`src/rtl/axi_wr_burst_slave.sv`:
```
// AXI write-burst slave: queues write addresses, streams data beats onto a
// simple backing-store write port and returns one write response per burst.
module axi_wr_burst_slave #(
  parameter int AW    = 32,
  parameter int DW    = 64,
  parameter int DEPTH = 4
) (
  input  logic                       axi_aclk,
  input  logic                       axi_aresetn,
  input  logic [AW-1:0]              axi_awaddr,
  input  logic [7:0]                 axi_awlen,
  input  logic                       axi_awvalid,
  output logic                       axi_awready,
  input  logic [DW-1:0]              axi_wdata,
  input  logic [DW/8-1:0]            axi_wstrb,
  input  logic                       axi_wlast,
  input  logic                       axi_wvalid,
  output logic                       axi_wready,
  output logic [1:0]                 axi_bresp,
  output logic                       axi_bvalid,
  input  logic                       axi_bready,
  output logic                       wr_en,
  output logic [AW-1:0]              wr_addr,
  output logic [DW-1:0]              wr_data,
  output logic [DW/8-1:0]            wr_strb,
  output logic [$clog2(DEPTH):0]     aw_count,
  output logic                       err_wlast
);

  localparam int PW  = $clog2(DEPTH);
  localparam int CW  = PW + 1;
  localparam int SW  = DW / 8;
  localparam int BSH = $clog2(SW);
  localparam logic [PW-1:0] PTR_ONE = PW'(1);
  localparam logic [CW-1:0] CNT_ONE = CW'(1);
  localparam logic [CW-1:0] CNT_FULL = CW'(DEPTH);

  typedef enum logic [1:0] {
    IDLE = 2'd0,
    DATA = 2'd1,
    RESP = 2'd2
  } state_t;

  state_t          state_r, state_s;
  logic [AW-1:0]   addr_mem_r [DEPTH];
  logic [7:0]      len_mem_r  [DEPTH];
  logic [PW-1:0]   wr_ptr_r, rd_ptr_r;
  logic [CW-1:0]   count_r;
  logic [AW-1:0]   cur_addr_r;
  logic [7:0]      cur_len_r, beat_r;
  logic            wready_r, bvalid_r, wr_en_r, err_wlast_r;
  logic [1:0]      bresp_r;
  logic [AW-1:0]   wr_addr_r;
  logic [DW-1:0]   wr_data_r;
  logic [SW-1:0]   wr_strb_r;
  logic            push_s, w_hs_s, last_s, resp_ok_s;
  logic [AW-1:0]   off_s;

  assign axi_awready = (count_r != CNT_FULL);
  assign push_s      = axi_awvalid && axi_awready;
  assign w_hs_s      = axi_wvalid && wready_r;
  // Early wlast and a missing wlast at beat==len both terminate the burst.
  assign last_s      = w_hs_s && (axi_wlast || (beat_r == cur_len_r));
  assign resp_ok_s   = axi_wlast && (beat_r == cur_len_r);
  assign off_s       = AW'(beat_r) << BSH;

  assign axi_wready = wready_r;
  assign axi_bvalid = bvalid_r;
  assign axi_bresp  = bresp_r;
  assign wr_en      = wr_en_r;
  assign wr_addr    = wr_addr_r;
  assign wr_data    = wr_data_r;
  assign wr_strb    = wr_strb_r;
  assign aw_count   = count_r;
  assign err_wlast  = err_wlast_r;

  // Address queue storage; contents are don't-care until counted valid.
  always_ff @(posedge axi_aclk) begin
    if (push_s) begin
      addr_mem_r[wr_ptr_r] <= axi_awaddr;
      len_mem_r[wr_ptr_r]  <= axi_awlen;
    end
  end

  // Queue pointers and occupancy; the head is popped only when its burst ends.
  always_ff @(posedge axi_aclk or negedge axi_aresetn) begin
    if (!axi_aresetn) begin
      wr_ptr_r <= '0;
      rd_ptr_r <= '0;
      count_r  <= '0;
    end else begin
      if (push_s) wr_ptr_r <= wr_ptr_r + PTR_ONE;
      if (last_s) rd_ptr_r <= rd_ptr_r + PTR_ONE;
      case ({push_s, last_s})
        2'b10:   count_r <= count_r + CNT_ONE;
        2'b01:   count_r <= count_r - CNT_ONE;
        default: count_r <= count_r;
      endcase
    end
  end

  // W channel next-state logic.
  always_comb begin
    state_s = state_r;
    case (state_r)
      IDLE: begin
        if (count_r != {CW{1'b0}}) state_s = DATA;
        else                       state_s = IDLE;
      end
      DATA: begin
        if (last_s) state_s = RESP;
        else        state_s = DATA;
      end
      RESP: begin
        if (bvalid_r && axi_bready) state_s = IDLE;
        else                        state_s = RESP;
      end
      default: state_s = IDLE;
    endcase
  end

  // State register, registered handshake outputs and the beat write port.
  always_ff @(posedge axi_aclk or negedge axi_aresetn) begin
    if (!axi_aresetn) begin
      state_r     <= IDLE;
      wready_r    <= 1'b0;
      bvalid_r    <= 1'b0;
      bresp_r     <= 2'b00;
      wr_en_r     <= 1'b0;
      wr_addr_r   <= '0;
      wr_data_r   <= '0;
      wr_strb_r   <= '0;
      err_wlast_r <= 1'b0;
      cur_addr_r  <= '0;
      cur_len_r   <= 8'd0;
      beat_r      <= 8'd0;
    end else begin
      state_r  <= state_s;
      wready_r <= (state_s == DATA);
      bvalid_r <= (state_s == RESP);
      wr_en_r  <= w_hs_s;
      if ((state_r == IDLE) && (state_s == DATA)) begin
        cur_addr_r <= addr_mem_r[rd_ptr_r];
        cur_len_r  <= len_mem_r[rd_ptr_r];
        beat_r     <= 8'd0;
      end
      if (w_hs_s) begin
        wr_addr_r <= cur_addr_r + off_s;
        wr_data_r <= axi_wdata;
        wr_strb_r <= axi_wstrb;
        beat_r    <= beat_r + 8'd1;
      end
      if (last_s) begin
        bresp_r <= resp_ok_s ? 2'b00 : 2'b10;
        if (!resp_ok_s) err_wlast_r <= 1'b1;
      end
    end
  end

endmodule
```
`config.mk`:
```
export PLATFORM = sky130hd
export DESIGN_NAME = axi_wr_burst_slave
export DESIGN_NICKNAME = d
export VERILOG_FILES = /design/src/rtl/axi_wr_burst_slave.sv
export SDC_FILE = /design/constraint.sdc
export NUM_CORES = 1
export LEC_CHECK = 0
export ABC_AREA = 1
export CAP_MARGIN = 5
export CORE_MARGIN = 10
export CORE_UTILIZATION = 53
export DETAILED_ROUTE_END_ITERATION = 8
export MAX_ROUTING_LAYER = met4
export PLACE_DENSITY = 0.87
export RECOVER_POWER = 50
export SLEW_MARGIN = 20
export SYNTH_ARGS = -nofsm -noshare
export SYNTH_HDL_FRONTEND = slang
export SYNTH_SLANG_ARGS = --single-unit
```
`constraint.sdc`:
```
create_clock -name axi_aclk -period 3.75 [get_ports axi_aclk]
set_input_delay 0.75 -clock axi_aclk [delete_from_list [all_inputs] [get_ports axi_aclk]]
set_output_delay 0.75 -clock axi_aclk [all_outputs]
set_load 0.01 [all_outputs]
```
==> results of run 1 <==
cell usage after synthesis, types with 4 or more instances:
cell | count | share of area
a21oi_1 | 7 | 0.0026
nor2_1 | 118 | 0.033
nand3_1 | 44 | 0.016
nor2_2 | 4 | 0.0019
buf_1 | 4 | 0.0011
o21ai_1 | 35 | 0.013
nand2_1 | 474 | 0.13
edfxtp_1 | 160 | 0.36
nand4_1 | 9 | 0.0042
xnor2_1 | 9 | 0.0058
dfrtp_1 | 166 | 0.31
buf_2 | 16 | 0.0059
a31oi_1 | 6 | 0.0028
o22ai_1 | 42 | 0.019
clkbuf_1 | 37 | 0.010
ha_1 | 14 | 0.013
inv_1 | 69 | 0.019
inv_2 | 9 | 0.0025
o21ai_0 | 97 | 0.036
worst min-delay path, delay by kind of cell, from the launching register on:
kind	cells	cell delay, ps
simple gates	1	50
buf+inv	1	40
flops	1	340
sequential cells by signal, summed over array words and instances (netlist names):
| register | count |
|---|---|
| addr_mem_r | 128 |
| aw_count | 3 |
| axi_bresp | 1 |
| axi_bvalid | 1 |
| axi_wready | 1 |
| beat_r | 8 |
| cur_addr_r | 32 |
| cur_len_r | 8 |
| err_wlast | 1 |
| len_mem_r | 32 |
| rd_ptr_r | 2 |
| state_r | 2 |
| wr_addr | 32 |
| wr_data | 64 |
| wr_en | 1 |
| wr_ptr_r | 2 |
| wr_strb | 8 |
cell usage in the layout (no fill, tap or decap), drive strengths merged, types with 3 or more instances in the layout:
| cell type | count |
|---|---|
| a21oi | 8 |
| a31oi | 6 |
| buf | 14 |
| clkbuf | 46 |
| clkdlybuf4s50 | 188 |
| clkinv | 13 |
| dfrtp | 166 |
| diode | 9 |
| dlygate4sd3 | 41 |
| edfxtp | 160 |
| ha | 14 |
| inv | 79 |
| nand2 | 478 |
| nand3 | 46 |
| nand4 | 9 |
| nor2 | 124 |
| nor3 | 3 |
| o21ai | 132 |
| o22ai | 42 |
| or2 | 3 |
| xnor2 | 9 |
| xor2 | 3 |
final cells by class:
class / instances / area [sq um]
Multi-Input combinational cell: 882 / 4030
Tap cell: 330 / 413
Fill cell: 1775 / 7860
Sequential cell: 326 / 8960
Clock inverter: 16 / 140
Clock buffer: 45 / 943
Antenna cell: 9 / 22.5
Inverter: 79 / 299
Timing Repair Buffer: 244 / 2430
report_power, final:
group / switching [W] / internal, W / leakage, nW
Combinational: 0.00302 / 0.00210 / 3.29
Sequential: 0.000639 / 0.00499 / 3.52
Clock: 0.00137 / 0.00187 / 0.533
routing by layer:
layer  part of all wire  wire, um  vias to the layer above  track usage
li1                   -         -                     4906            -
met1               0.44     14900                     4790        0.272
met2               0.47     16200                      420        0.338
met3              0.068      2320                       50       0.0452
met4              0.022       765                        0       0.0579
met5                  0         0                        -            -
per-stage QoR:
step | instance area, sq um | hold slack, ps | util
floorplan | 13500 | 454 | -
global placement | 16100 | 446 | 0.643
detailed placement | 16100 | 450 | 0.643
CTS | 17200 | 258 | 0.686
global route | 17200 | 494 | 0.687
finish | 17200 | 461 | 0.687
worst max-delay path by stage:
| stage | from | endpoint | slack (ps) | cells after the start |
|---|---|---|---|---|
| 3_5_place_dp | axi_wvalid | beat_r[4] | 890 | 5 |
| 2_1_floorplan | aw_count[0] | addr_mem_r[0][0] | 680 | 4 |
| 6_report | beat_r[1] | aw_count[2] | 1260 | 14 |
| 5_1_grt | beat_r[6] | aw_count[2] | 980 | 13 |
| 4_1_cts | aw_count[0] | axi_awready | 1240 | 3 |
| 3_3_place_gp | axi_awvalid | aw_count[2] | 980 | 8 |
cells by family (layout without fill, tap and decap cells):
| logic type | count (synthesis) | count (layout) | synth area share |
|---|---|---|---|
| AND/OR/NAND/NOR | 663 | 663 | 0.195 |
| flip-flops | 326 | 326 | 0.664 |
| AO/OA/AOI/OAI | 190 | 190 | 0.0770 |
| buffers and inverters | 137 | 384 | 0.0399 |
| adder cells (fa/ha/maj) | 16 | 16 | 0.0159 |
| XOR/XNOR | 12 | 12 | 0.00779 |
| other | 1 | 10 | 0.000278 |
==> run_results.csv, run 1 <==
group,metric,value,unit
hold_path,hold-path-cell-count,2,
critical_path,critPathRequiredTime,4140,ps
finish,fin_cells,1931,
grt,grt_use_total,0.212,
clock_tree,ctsResizeCount,0,
critical_path,worst_path_most_repeated_cell,"nand2_1",
die,die_h,180,um
timing,timing.fmax,401,MHz
timing,tightest_slew,1840,ps
die,io_pins,232,
grt,grt_pass1_wl,54400,um
detailed_routing,vias,10200,
clock_tree,ctsLongestPathBuffers,3,
die,die_w,180,um
clock_tree,cts_root_buffer,"clkbuf_16",
timing,setup_ws,1260,ps
detailed_routing,drt_drc_violations_left,0,
synth,synth_edf_count,160,
clock_tree,clkLatencyLatePin,520,ps
placement,place_congestion,0.943,
grt,grt_max_degree,112,
critical_path,crit_path_start_kind,"flop",
grt,antenna_found_initial,8,
timing,setup_viol,0,
synth,synthCells,1345,
critical_path,critPathTopFamily,"simple AND/OR/NAND/NOR gates",
die,core-area,25100,sq um
timing,period_share,0.665,
grt,grt_pass1_vias,9988,
hold_path,hold_path.class,"reg -> reg",
hold_path,hold_start,"err_wlast",
critical_path,r2r_end,"aw_count[2]",
finish,nets,1702,
power,p_leak,7.34,nW
clock_tree,tritoncts,"built",
synth,yosys_warnings,0,
die,start_util,0.537,
detailed_routing,drtIter0Drc,885,
run,cap_violations,1,
clock_tree,htree_levels,2,
synth,syn_nets,1479,
critical_path,reg2reg_slack,1260,ps
clock_tree,cts_buffers,35,
status,violations,"max-capacitance violations, max-slew violations",
hold_path,holdPathEnd,"err_wlast",
clock_tree,cts_sinks,326,
critical_path,ff2ff_path_depth,14,
placement,hpwlAfterDp,23500,um
die,dieArea,32200,sq um
synth,syn_avg_cell_area,10.0,sq um
synth,ys.flop_type,"dfrtp_1",
status,status,"finished with violations",
placement,dpl_worst_slack,888,ps
detailed_routing,via_per_inst,5.26,
detailed_routing,routedWlPerCell,17.7,um
placement,port_buffers,230,
timing,finalClockSkew,12.7,ps
timing,period_needed,2490,ps
finish,syn_to_final_growth,27.8,%
power,finalPower,0.0140,W
detailed_routing,postRouteAntennaNets,0,
synth,synth_area,13500,sq um
die,rows,58,
critical_path,crit_path_max_incr_delay,470,ps
critical_path,path_cells,"inv_1 -> nand2_1 -> nand4_1 -> nor2_1 -> nand2_1 -> nand2_1 -> nand2_1 -> inv_1 -> ha_1 -> inv_1 -> fa_1 -> a21oi_1 -> o21ai_0 -> xnor2_1",
placement,dpl.cell_count,1861,
critical_path,arrival,2890,ps
critical_path,crit_buf_inv,3,
timing,slew_violations,73,
clock_tree,ctsHoldBuffers,0,
clock_tree,postCtsSetupRepairBufs,0,
timing,hold_viol,0,
synth,ys_ff_latch,326,
timing,rsz0062_at_grt,"false",
critical_path,r2r-start,"beat_r[1]",
critical_path,cp-end-kind,"flop",
synth,synth-async-reset-ratio,0.509,
critical_path,critical_path.max_fanout,8,
power,irDropWorstVdd,0.000486,V
grt,gr-total-overflow,0,
synth,seq_area_frac_synth,0.664,
finish,drive_gt1_frac,0.0590,
critical_path,critical_path_class,"reg -> reg",
timing,finalSetupTns,0,ps
detailed_routing,wl,34200,um
clock_tree,clk_pin_slew,60,ps
timing,slew_headroom,-0.227,
critical_path,cp_slowest_cell,"dfrtp_1",
power,p_per_area,811,nW/um^2
detailed_routing,firstDrtPassIters,5,
synth,yosysUniqueCellTypes,34,
No activity file was read; power rests on OpenSTA's default activity.
==> inputs of run 2 (changes only) <==
Clock period 3.75 ns to 2.3 ns, I/O delays scaled along.
==> run_results.csv, run 2 (synthesis gave the netlist of run 1 again) <==
group,metric,value,unit
status,status,"complete, no violations",
critical_path,crit_buf_inv,0,
grt,grt_use_total,0.223,
critical_path,startpoint,"beat_r[0]",
clock_tree,cts_buffers,31,
timing,timing.fmax,467,MHz
critical_path,r2r_end,"wr_addr[21]",
detailed_routing,wl,36100,um
detailed_routing,wl_met2,18000,um
timing,setup_viol,0,
timing,slew_headroom,0.0847,
critical_path,ff2ff_path_depth,11,
finish,nets,1721,
critical_path,r2r-start,"beat_r[0]",
power,combPwrFrac,0.376,
finish,drive_gt1_frac,0.0695,
run,cap_violations,0,
placement,dpl.cell_count,1883,
die,io_pins,232,
detailed_routing,firstDrtPassIters,5,
clock_tree,cts_sinks,326,
placement,hpwlAfterDp,24800,um
clock_tree,ctsLongestPathBuffers,3,
critical_path,arrival,2630,ps
power,p_int,0.0147,W
finish,largest_reg_flops,128,
timing,finalSetupTns,0,ps
grt,grt_max_degree,82,
critical_path,crit_path_max_incr_delay,450,ps
clock_tree,cts_root_buffer,"clkbuf_16",
critical_path,worst_path_most_repeated_cell,"nand2_1",
critical_path,critPathTopFamily,"simple AND/OR/NAND/NOR gates",
clock_tree,clk_pin_slew,60,ps
critical_path,reg2reg_slack,160,ps
die,rows,58,
timing,period_share,0.932,
detailed_routing,postRouteAntennaNets,0,
grt,antenna_found_initial,7,
power,p_per_area,1320,nW/um^2
power,p_leak,7.43,nW
grt,gr-total-overflow,0,
finish,fin_cells,1948,
critical_path,critical_path.max_fanout,10,
die,start_util,0.537,
timing,tightest_slew,1370,ps
die,die_h,180,um
power,switching_share,0.359,
detailed_routing,maxUsedRoutingLayer,"met4",
power,power_switching,0.00825,W
detailed_routing,wl_met1,14900,um
critical_path,crit_path_start_kind,"flop",
finish,layout_commonest_cell,"nand2_1",
detailed_routing,wl_met3,2410,um
detailed_routing,vias,10300,
hold_path,hold_path.class,"in -> reg",
critical_path,critPathRequiredTime,2790,ps
finish,largest_register,"addr_mem_r",
placement,port_buffers,230,
placement,dpl-instance-area,16400,sq um
critical_path,cp-end-kind,"flop",
die,core-area,25100,sq um
detailed_routing,drt_drc_violations_left,0,
clock_tree,clkLatencyLatePin,570,ps
die,die_w,180,um
timing,period_needed,2140,ps
critical_path,path_cells,"ha_2 -> fa_1 -> nand2_1 -> nand2_1 -> nand3_1 -> nand2_2 -> nand2_1 -> nor2_1 -> nand2_1 -> nand3_1 -> nand2_1",
critical_path,endpoint,"wr_addr[21]",
detailed_routing,routedWlPerCell,18.5,um
timing,rsz0062_at_grt,"false",
timing,slew_violations,0,
detailed_routing,via_per_inst,5.31,
die,dieArea,32200,sq um
power,clock_power_share,0.223,
detailed_routing,drtIter0Drc,862,
clock_tree,tritoncts,"built",
timing,holdWs,444,ps
power,irDropWorstVdd,0.000757,V
timing,hold_viol,0,
finish,final_cell_area,17400,sq um
critical_path,cp_slowest_cell,"dfrtp_2",
critical_path,worstSetupPathDepth,11,
timing,finalClockSkew,17.6,ps
clock_tree,htree_levels,1,
critical_path,critical_path_class,"reg -> reg",
placement,place_congestion,0.917,
finish,most-common-layout-cells,"473 x nand2_1, 188 x clkdlybuf4s50_1, 163 x dfrtp_1, 160 x edfxtp_1, 113 x nor2_1",
timing,setup_ws,156,ps
grt,grt_pass1_vias,10500,
finish,syn_to_final_growth,29.0,%
placement,dpl_worst_slack,20.0,ps
grt,grt_pass1_wl,57200,um
power,power_frac_seq,0.401,
==> run 2: metrics by stage <==
step                power, W  utilization
finish                0.0230        0.694
global route          0.0244        0.694
CTS                   0.0233        0.695
detailed placement    0.0181        0.654
global placement      0.0177        0.654
floorplan             0.0137            -
==> run 2: metal layers <==
layer  vias to the layer above  track usage
li1                       4949            -
met5                         -            -
met3                        58       0.0404
met4                         0       0.0509
met2                       392        0.381
met1                      4950        0.272
==> run 2: cell type report <==
type / count / area, sq um
sequential: 326 / 8960
fill: 1773 / 7690
multi-input combinational: 882 / 4020
timing repair buffer: 267 / 2680
clock buffer: 45 / 888
tap: 330 / 413
inverter: 79 / 298
clock inverter: 12 / 136
antenna: 7 / 17.5
==> run 2: power groups by stage <==
| stage | Clock (W) | Sequential (W) | Combinational (W) |
|---|---|---|---|
| finish | 0.00512 | 0.00920 | 0.00864 |
| global route | 0.00543 | 0.00941 | 0.00956 |
| CTS | 0.00517 | 0.00922 | 0.00887 |
| detailed placement | 0 | 0.00930 | 0.00879 |
| global placement | 0 | 0.00923 | 0.00848 |
| floorplan | 0 | 0.00951 | 0.00416 |
==> run 2: tightest hold or removal path, stage by stage <==
cell	delay, ps
clkdlybuf4s50_1	390
nand2_1	60
nand2_1	40
==> run 2: worst min-delay path by stage <==
| stage | startpoint | to | slack [ps] | cells past startpoint |
|---|---|---|---|---|
| finish | axi_wdata[25] | wr_data[25] | 440 | 3 |
| global route | axi_wdata[56] | wr_data[56] | 440 | 3 |
| CTS | axi_wdata[7] | wr_data[7] | 430 | 3 |
| detailed placement | axi_aresetn | wr_en | 450 | 1 |
| global placement | axi_aresetn | wr_data[43] | 450 | 1 |
| floorplan | axi_aresetn | aw_count[0] | 160 | 0 |
==> run 2: what timing repair did <==
item / in CTS / in global routing
endpoints found under the setup margin: 1 / 5
resized for setup: 1 / 5
hold buffers: 1 / 0
buffers inserted: 0 / 0
hold endpoints to repair: 48 / 0
